[config.mk]
export PLATFORM = sky130hd
export DESIGN_NAME = bcd_stopwatch_flat
export DESIGN_NICKNAME = d
export VERILOG_FILES = /design/src/rtl/bcd_stopwatch_if.sv /design/src/rtl/bcd_stopwatch.sv /design/src/flat_wrapper.sv
export SDC_FILE = /design/constraint.sdc
export NUM_CORES = 1
export LEC_CHECK = 0
export CAP_MARGIN = 20
export CORE_UTILIZATION = 46
export DETAILED_ROUTE_END_ITERATION = 8
export GPL_TIMING_DRIVEN = 0
export PLACE_DENSITY = 0.74
export SLEW_MARGIN = 0
export SYNTH_ARGS = -nofsm -noshare
export SYNTH_HDL_FRONTEND = slang
export SYNTH_SLANG_ARGS = --single-unit
[constraint.sdc]
create_clock -name clk -period 2.1 [get_ports clk]
set_clock_uncertainty 0.15 [all_clocks]
set_input_delay 0.21 -clock clk [delete_from_list [all_inputs] [get_ports clk]]
set_output_delay 0.21 -clock clk [all_outputs]
set_load 0.02 [all_outputs]
[src/rtl/bcd_stopwatch_if.sv]
// Control and display bundle of the MM:SS stopwatch.
// The master side drives tick/start_stop/clear and observes the digits.
// The slave side is the stopwatch itself.
interface bcd_stopwatch_if;
    logic       tick_in;
    logic       start_stop;
    logic       clear;
    logic       running;
    logic [3:0] sec_u;
    logic [3:0] sec_t;
    logic [3:0] min_u;
    logic [3:0] min_t;
    logic       max_reached;
    logic       wrap_pulse;

    modport master (
        output tick_in, start_stop, clear,
        input  running, sec_u, sec_t, min_u, min_t, max_reached, wrap_pulse
    );

    modport slave (
        input  tick_in, start_stop, clear,
        output running, sec_u, sec_t, min_u, min_t, max_reached, wrap_pulse
    );
endinterface

[src/rtl/bcd_stopwatch.sv]
// MM:SS stopwatch counting rising edges of a divided tick as four BCD digits.
// IDLE/RUN/PAUSE/HOLD control, clear has top priority, all outputs registered.
// STOP_AT_MAX selects saturation (HOLD at max) or wrap to 00:00 with a pulse.
module bcd_stopwatch #(
    parameter int STOP_AT_MAX = 1,
    parameter int SEC_T_MAX   = 5,
    parameter int MIN_T_MAX   = 5
) (
    input  logic              clk,
    input  logic              rst,
    bcd_stopwatch_if.slave    bus
);

    typedef enum logic [1:0] {
        ST_IDLE  = 2'd0,
        ST_RUN   = 2'd1,
        ST_PAUSE = 2'd2,
        ST_HOLD  = 2'd3
    } state_t;

    localparam logic [3:0]  SEC_T_LIM = 4'(SEC_T_MAX);
    localparam logic [3:0]  MIN_T_LIM = 4'(MIN_T_MAX);
    localparam logic [15:0] MAX_VAL   = {MIN_T_LIM, 4'd9, SEC_T_LIM, 4'd9};

    // Digits packed as {min_t, min_u, sec_t, sec_u}.
    // Comparisons use >= so a corrupted digit is pulled back into range.
    function automatic logic [15:0] bcd_inc(input logic [15:0] cur);
        logic [3:0] su;
        logic [3:0] st;
        logic [3:0] mu;
        logic [3:0] mt;
        {mt, mu, st, su} = cur;
        if (su >= 4'd9) begin
            su = 4'd0;
            if (st >= SEC_T_LIM) begin
                st = 4'd0;
                if (mu >= 4'd9) begin
                    mu = 4'd0;
                    if (mt >= MIN_T_LIM) begin
                        mt = 4'd0;
                    end else begin
                        mt = mt + 4'd1;
                    end
                end else begin
                    mu = mu + 4'd1;
                end
            end else begin
                st = st + 4'd1;
            end
        end else begin
            su = su + 4'd1;
        end
        return {mt, mu, st, su};
    endfunction

    state_t      state_q,  state_d;
    logic        tick_q,   tick_d;
    logic [15:0] digits_q, digits_d;
    logic        running_q, running_d;
    logic        max_q,    max_d;
    logic        wrap_q,   wrap_d;

    logic        tick_rise_s;
    logic        at_max_s;

    assign tick_rise_s = bus.tick_in & ~tick_q;
    assign at_max_s    = (digits_q == MAX_VAL);

    // Next-state, digit and output decode for the stopwatch FSM.
    always_comb begin
        state_d  = state_q;
        digits_d = digits_q;
        wrap_d   = 1'b0;
        tick_d   = bus.tick_in;

        if (bus.clear) begin
            state_d  = ST_IDLE;
            digits_d = 16'h0000;
        end else begin
            case (state_q)
                ST_IDLE: begin
                    digits_d = 16'h0000;
                    if (bus.start_stop) begin
                        state_d = ST_RUN;
                    end else begin
                        state_d = ST_IDLE;
                    end
                end
                ST_RUN: begin
                    if (tick_rise_s && at_max_s) begin
                        if (STOP_AT_MAX != 0) begin
                            // Saturate: digits stay at max, HOLD wins over start_stop.
                            state_d = ST_HOLD;
                        end else begin
                            digits_d = 16'h0000;
                            wrap_d   = 1'b1;
                            if (bus.start_stop) begin
                                state_d = ST_PAUSE;
                            end else begin
                                state_d = ST_RUN;
                            end
                        end
                    end else begin
                        if (tick_rise_s) begin
                            digits_d = bcd_inc(digits_q);
                        end else begin
                            digits_d = digits_q;
                        end
                        if (bus.start_stop) begin
                            state_d = ST_PAUSE;
                        end else begin
                            state_d = ST_RUN;
                        end
                    end
                end
                ST_PAUSE: begin
                    if (bus.start_stop) begin
                        state_d = ST_RUN;
                    end else begin
                        state_d = ST_PAUSE;
                    end
                end
                ST_HOLD: begin
                    state_d = ST_HOLD;
                end
                default: begin
                    state_d  = ST_IDLE;
                    digits_d = 16'h0000;
                end
            endcase
        end

        running_d = (state_d == ST_RUN);
        max_d     = (state_d == ST_HOLD);
    end

    // State and registered outputs; async reset drops any pending tick.
    always_ff @(posedge clk or posedge rst) begin
        if (rst) begin
            state_q   <= ST_IDLE;
            tick_q    <= 1'b0;
            digits_q  <= 16'h0000;
            running_q <= 1'b0;
            max_q     <= 1'b0;
            wrap_q    <= 1'b0;
        end else begin
            state_q   <= state_d;
            tick_q    <= tick_d;
            digits_q  <= digits_d;
            running_q <= running_d;
            max_q     <= max_d;
            wrap_q    <= wrap_d;
        end
    end

    assign bus.sec_u       = digits_q[3:0];
    assign bus.sec_t       = digits_q[7:4];
    assign bus.min_u       = digits_q[11:8];
    assign bus.min_t       = digits_q[15:12];
    assign bus.running     = running_q;
    assign bus.max_reached = max_q;
    assign bus.wrap_pulse  = wrap_q;

endmodule

[src/flat_wrapper.sv]
// flat-port wrapper written by rule: the top's interface ports become plain ports
module bcd_stopwatch_flat 
#(
    parameter int STOP_AT_MAX = 1,
    parameter int SEC_T_MAX   = 5,
    parameter int MIN_T_MAX   = 5
)
  (clk, rst, bus_tick_in, bus_start_stop, bus_clear, bus_running, bus_sec_u, bus_sec_t, bus_min_u, bus_min_t, bus_max_reached, bus_wrap_pulse);
  bcd_stopwatch_if bus_i ();
  input  logic clk;
  input  logic rst;
  input wire logic [$bits(bus_i.tick_in)-1:0] bus_tick_in;
  input wire logic [$bits(bus_i.start_stop)-1:0] bus_start_stop;
  input wire logic [$bits(bus_i.clear)-1:0] bus_clear;
  output wire logic [$bits(bus_i.running)-1:0] bus_running;
  output wire logic [$bits(bus_i.sec_u)-1:0] bus_sec_u;
  output wire logic [$bits(bus_i.sec_t)-1:0] bus_sec_t;
  output wire logic [$bits(bus_i.min_u)-1:0] bus_min_u;
  output wire logic [$bits(bus_i.min_t)-1:0] bus_min_t;
  output wire logic [$bits(bus_i.max_reached)-1:0] bus_max_reached;
  output wire logic [$bits(bus_i.wrap_pulse)-1:0] bus_wrap_pulse;
  assign bus_i.tick_in = bus_tick_in;
  assign bus_i.start_stop = bus_start_stop;
  assign bus_i.clear = bus_clear;
  assign bus_running = bus_i.running;
  assign bus_sec_u = bus_i.sec_u;
  assign bus_sec_t = bus_i.sec_t;
  assign bus_min_u = bus_i.min_u;
  assign bus_min_t = bus_i.min_t;
  assign bus_max_reached = bus_i.max_reached;
  assign bus_wrap_pulse = bus_i.wrap_pulse;
  bcd_stopwatch #(.STOP_AT_MAX(STOP_AT_MAX), .SEC_T_MAX(SEC_T_MAX), .MIN_T_MAX(MIN_T_MAX)) u_core (.clk(clk), .rst(rst), .bus(bus_i));
endmodule
==> results.py <==
metrics = {
    "outcome": {
        "status": "finished with violations",
        "violations": "setup timing",
    },
    "yosys": {
        "postSynthCellCount": 129,
        "synth_mux_area_frac": 0.0154,
        "synth_fa_ha_area_frac": 0.116,
        "synthXorXnorAreaFrac": 0,
        "synth_compound_gate_area_share": 0.182,
        "ys_ff_latch": 21,
        "syn_area_sq_mm": 0.00130,
        "synth_area_leaders": "dfrtp_1 (41%), ha_1 (12%), nand2b_1 (3.9%)",
        "synth_seq_area_share": 0.405,
        "ys_warn_count": 0,
        "syn-num-nets": 146,
        "synth_top_area_frac": 0.405,
        "synthSimpleGateAreaFrac": 0.221,
        "synth_top_family_by_area": "simple AND/OR/NAND/NOR gates",
        "synth_area_per_cell_sq_um": 10.1,
        "synth_top_cell_by_area": "dfrtp_1",
        "synth_cell_types": 38,
    },
    "place": {
        "hpwlAfterDp_mm": 1.89,
        "portBuffers": 22,
        "placed_area_sq_mm": 0.00159,
        "place_congestion": 0.740,
    },
    "setup_path": {
        "cp.arrival_ps": 2250,
        "r2r_start": "u_core.digits_q[5]",
        "required_ps": 2170,
        "r2r_cells": 8,
        "startpoint_type": "register",
        "endpoint_kind": "register",
        "crit_fanout": 6,
        "rr_endpoint": "u_core.digits_q[12]",
        "cp_slowest_cell": "or4bb_4",
        "critical_path_class": "reg2reg",
        "cp_cell_sequence": "inv_2 > ha_4 > or4bb_4 > nor4_4 > nor3_2 > buf_6 > and3_4 > a22o_1",
        "critical-path-max-stage-delay_ps": 470,
        "r2r_slack_ps": -80,
    },
    "power_and_ir_drop": {
        "power_mw": 0.815,
        "ir_drop_mv": 0.480,
        "p_per_area_mw_per_mm2": 459,
        "p_leak_nw": 0.772,
    },
    "timing": {
        "tightest_slew_ps": 825,
        "finalCriticalPeriod_ps": 2180,
        "slew_headroom": 0.449,
        "max_freq_mhz": 458,
        "rsz0062_at_grt": "true",
        "drv_slew": 0,
        "timing.final.ws_setup_ps": -82.9,
        "min_period_over_period": 1.04,
        "hold_violations": 0,
        "setup_violations": 10,
    },
    "cells_and_area": {
        "multi_input_area_sq_um": 792,
        "regArea_sq_um": 531,
        "fillers": 205,
        "mostFrequentLayoutCell": "clkdlybuf4s50_1",
        "fin_area_sq_mm": 0.00178,
        "area_delta_synth_final_pct": 36.9,
        "layout.nets": 184,
        "final_cell_mix": "clkdlybuf4s50_1 (22), dfrtp_1 (17), inv_1 (11), buf_4 (11), ha_1 (10)",
        "drive_gt1_frac": 0.253,
        "diodes": 0,
    },
    "clock_network": {
        "root_buffer": "clkbuf_4",
        "clockBufferDepth": 2,
        "htree_levels": 1,
        "clkTransAtPathRegs_ps": 130,
        "cts_buffers": 3,
        "cts_sinks": 21,
        "cts_tree": "yes",
        "clk-insertion-delay-late_ps": 320,
    },
    "global_routing": {
        "grt_max_degree": 22,
        "grt_first_pass_wirelength_mm": 4.86,
        "grt-ovfl-total": 0,
        "grt_use_total": 0.228,
        "antenna_found_initial": 0,
        "grt_pass1_vias": 1060,
    },
    "die": {
        "die_x_microns": 55.1,
        "die-area_sq_mm": 0.00304,
        "initial_core_util": 0.505,
        "core_sq_mm": 0.00257,
        "io_pins": 24,
        "num_rows": 18,
        "die_h_microns": 55.1,
    },
    "routing": {
        "ant_nets": 0,
        "routedWlPerCell_microns": 15.0,
        "finalWirelength_mm": 2.94,
        "avgViaCountPerCell": 5.60,
        "vias": 1098,
        "firstDrtPassIters": 4,
        "drc": 0,
        "drtIter0Drc": 17,
    },
    "worst_hold_path": {
        "hold_path_class": "in2async",
    },
    "flow_run": {
        "maxCapViolations": 0,
    },
}
-- layout make-up --
type / instances / share of cell area
repair buffers: 33 / 0.177
well taps: 30 / 0.0211
clock buffers: 4 / 0.0148
multi-input cells: 93 / 0.446
inverters: 12 / 0.0254
plain buffers: 3 / 0.0169
flip-flops and latches: 21 / 0.299
-- worst max-delay path: cells and delay by family (launching register included) --
kind / cells / cell delay (ps)
adder cells (fa/ha/maj): 1 / 130
AND/OR/NAND/NOR: 4 / 980
buffers and inverters: 2 / 230
AO/OA/AOI/OAI: 1 / 170
flip-flops: 1 / 430
-- synth_stat cells, drive strengths merged --
library cell	count
or4bb	1
nand4b	4
nor2	7
o21bai	3
a21boi	1
mux2i	2
and3	2
nand2	7
nor4	1
a41o	1
ha	12
nor2b	1
or3b	2
o31ai	1
nand3b	1
dfrtp	21
a31oi	4
nand2b	8
and2	1
o2bb2ai	2
nand4bb	1
a21oi	5
nor3b	2
o21ai	11
inv	12
nand3	4
conb	1
a22o	2
a211oi	1
buf	3
a41oi	2
nor3	2
a21o	1
-- per-layer routing --
metal / vias up / wire length (microns) / global-route usage
li1: 536 / - / -
met1: 527 / 1400 / 0.307
met2: 29 / 1390 / 0.373
met3: 6 / 91 / 0.0246
met4: 0 / 55 / 0.0875
met5: - / 0 / 0
-- what timing repair did --
action	CTS	global route
buffers inserted	7	4
endpoints found under the setup margin	10	16
hold buffers	0	0
resized for setup	4	14
pin swaps	1	5
endpoints found under the hold margin	0	0
-- how the worst max path moves through the flow --
stage                                  start             endpoint  slack, ps  cells after the start
after CTS                 u_core.digits_q[5]  u_core.digits_q[12]        -40                      8
after global routing      u_core.digits_q[5]  u_core.digits_q[12]       -150                      8
final                     u_core.digits_q[5]  u_core.digits_q[12]        -80                      8
after floorplan           u_core.digits_q[5]  u_core.digits_q[12]        -10                      8
after global placement             bus_clear  u_core.digits_q[15]       -270                      8
after detailed placement           bus_clear  u_core.digits_q[12]       -250                      8
-- report_power, final --
group	total (mW)	switching, mW	leakage, nW	internal, mW
combinational	0.175	0.0926	0.477	0.0824
sequential	0.428	0.0126	0.281	0.416
clock	0.212	0.137	0.0150	0.0743
-- logic make-up after synthesis --
family                   Yosys count
AND/OR/NAND/NOR                   44
AO/OA/AOI/OAI                     34
flip-flops                        21
buffers and inverters             15
adder cells (fa/ha/maj)           12
multiplexers                       2
other                              1
-- registers in the layout (all words and copies together) (netlist names) --
register	count
u_core.tick_q	1
u_core.state_q	2
u_core.bus.running	1
u_core.digits_q	16
u_core.bus.max_reached	1
-- through the flow --
step	setup WS (ps)	instances	hold slack, ps	utilization	TNS, ps
6_report	-82.9	196	192	0.692	-308
2_1_floorplan	-10.4	129	36.2	-	-20.8
3_3_place_gp	-265	181	375	0.621	-1940
5_1_grt	-153	196	252	0.692	-1150
4_1_cts	-42.8	192	234	0.660	-81.2
3_5_place_dp	-254	181	406	0.621	-2050
No activity file was read; power rests on OpenSTA's default activity.
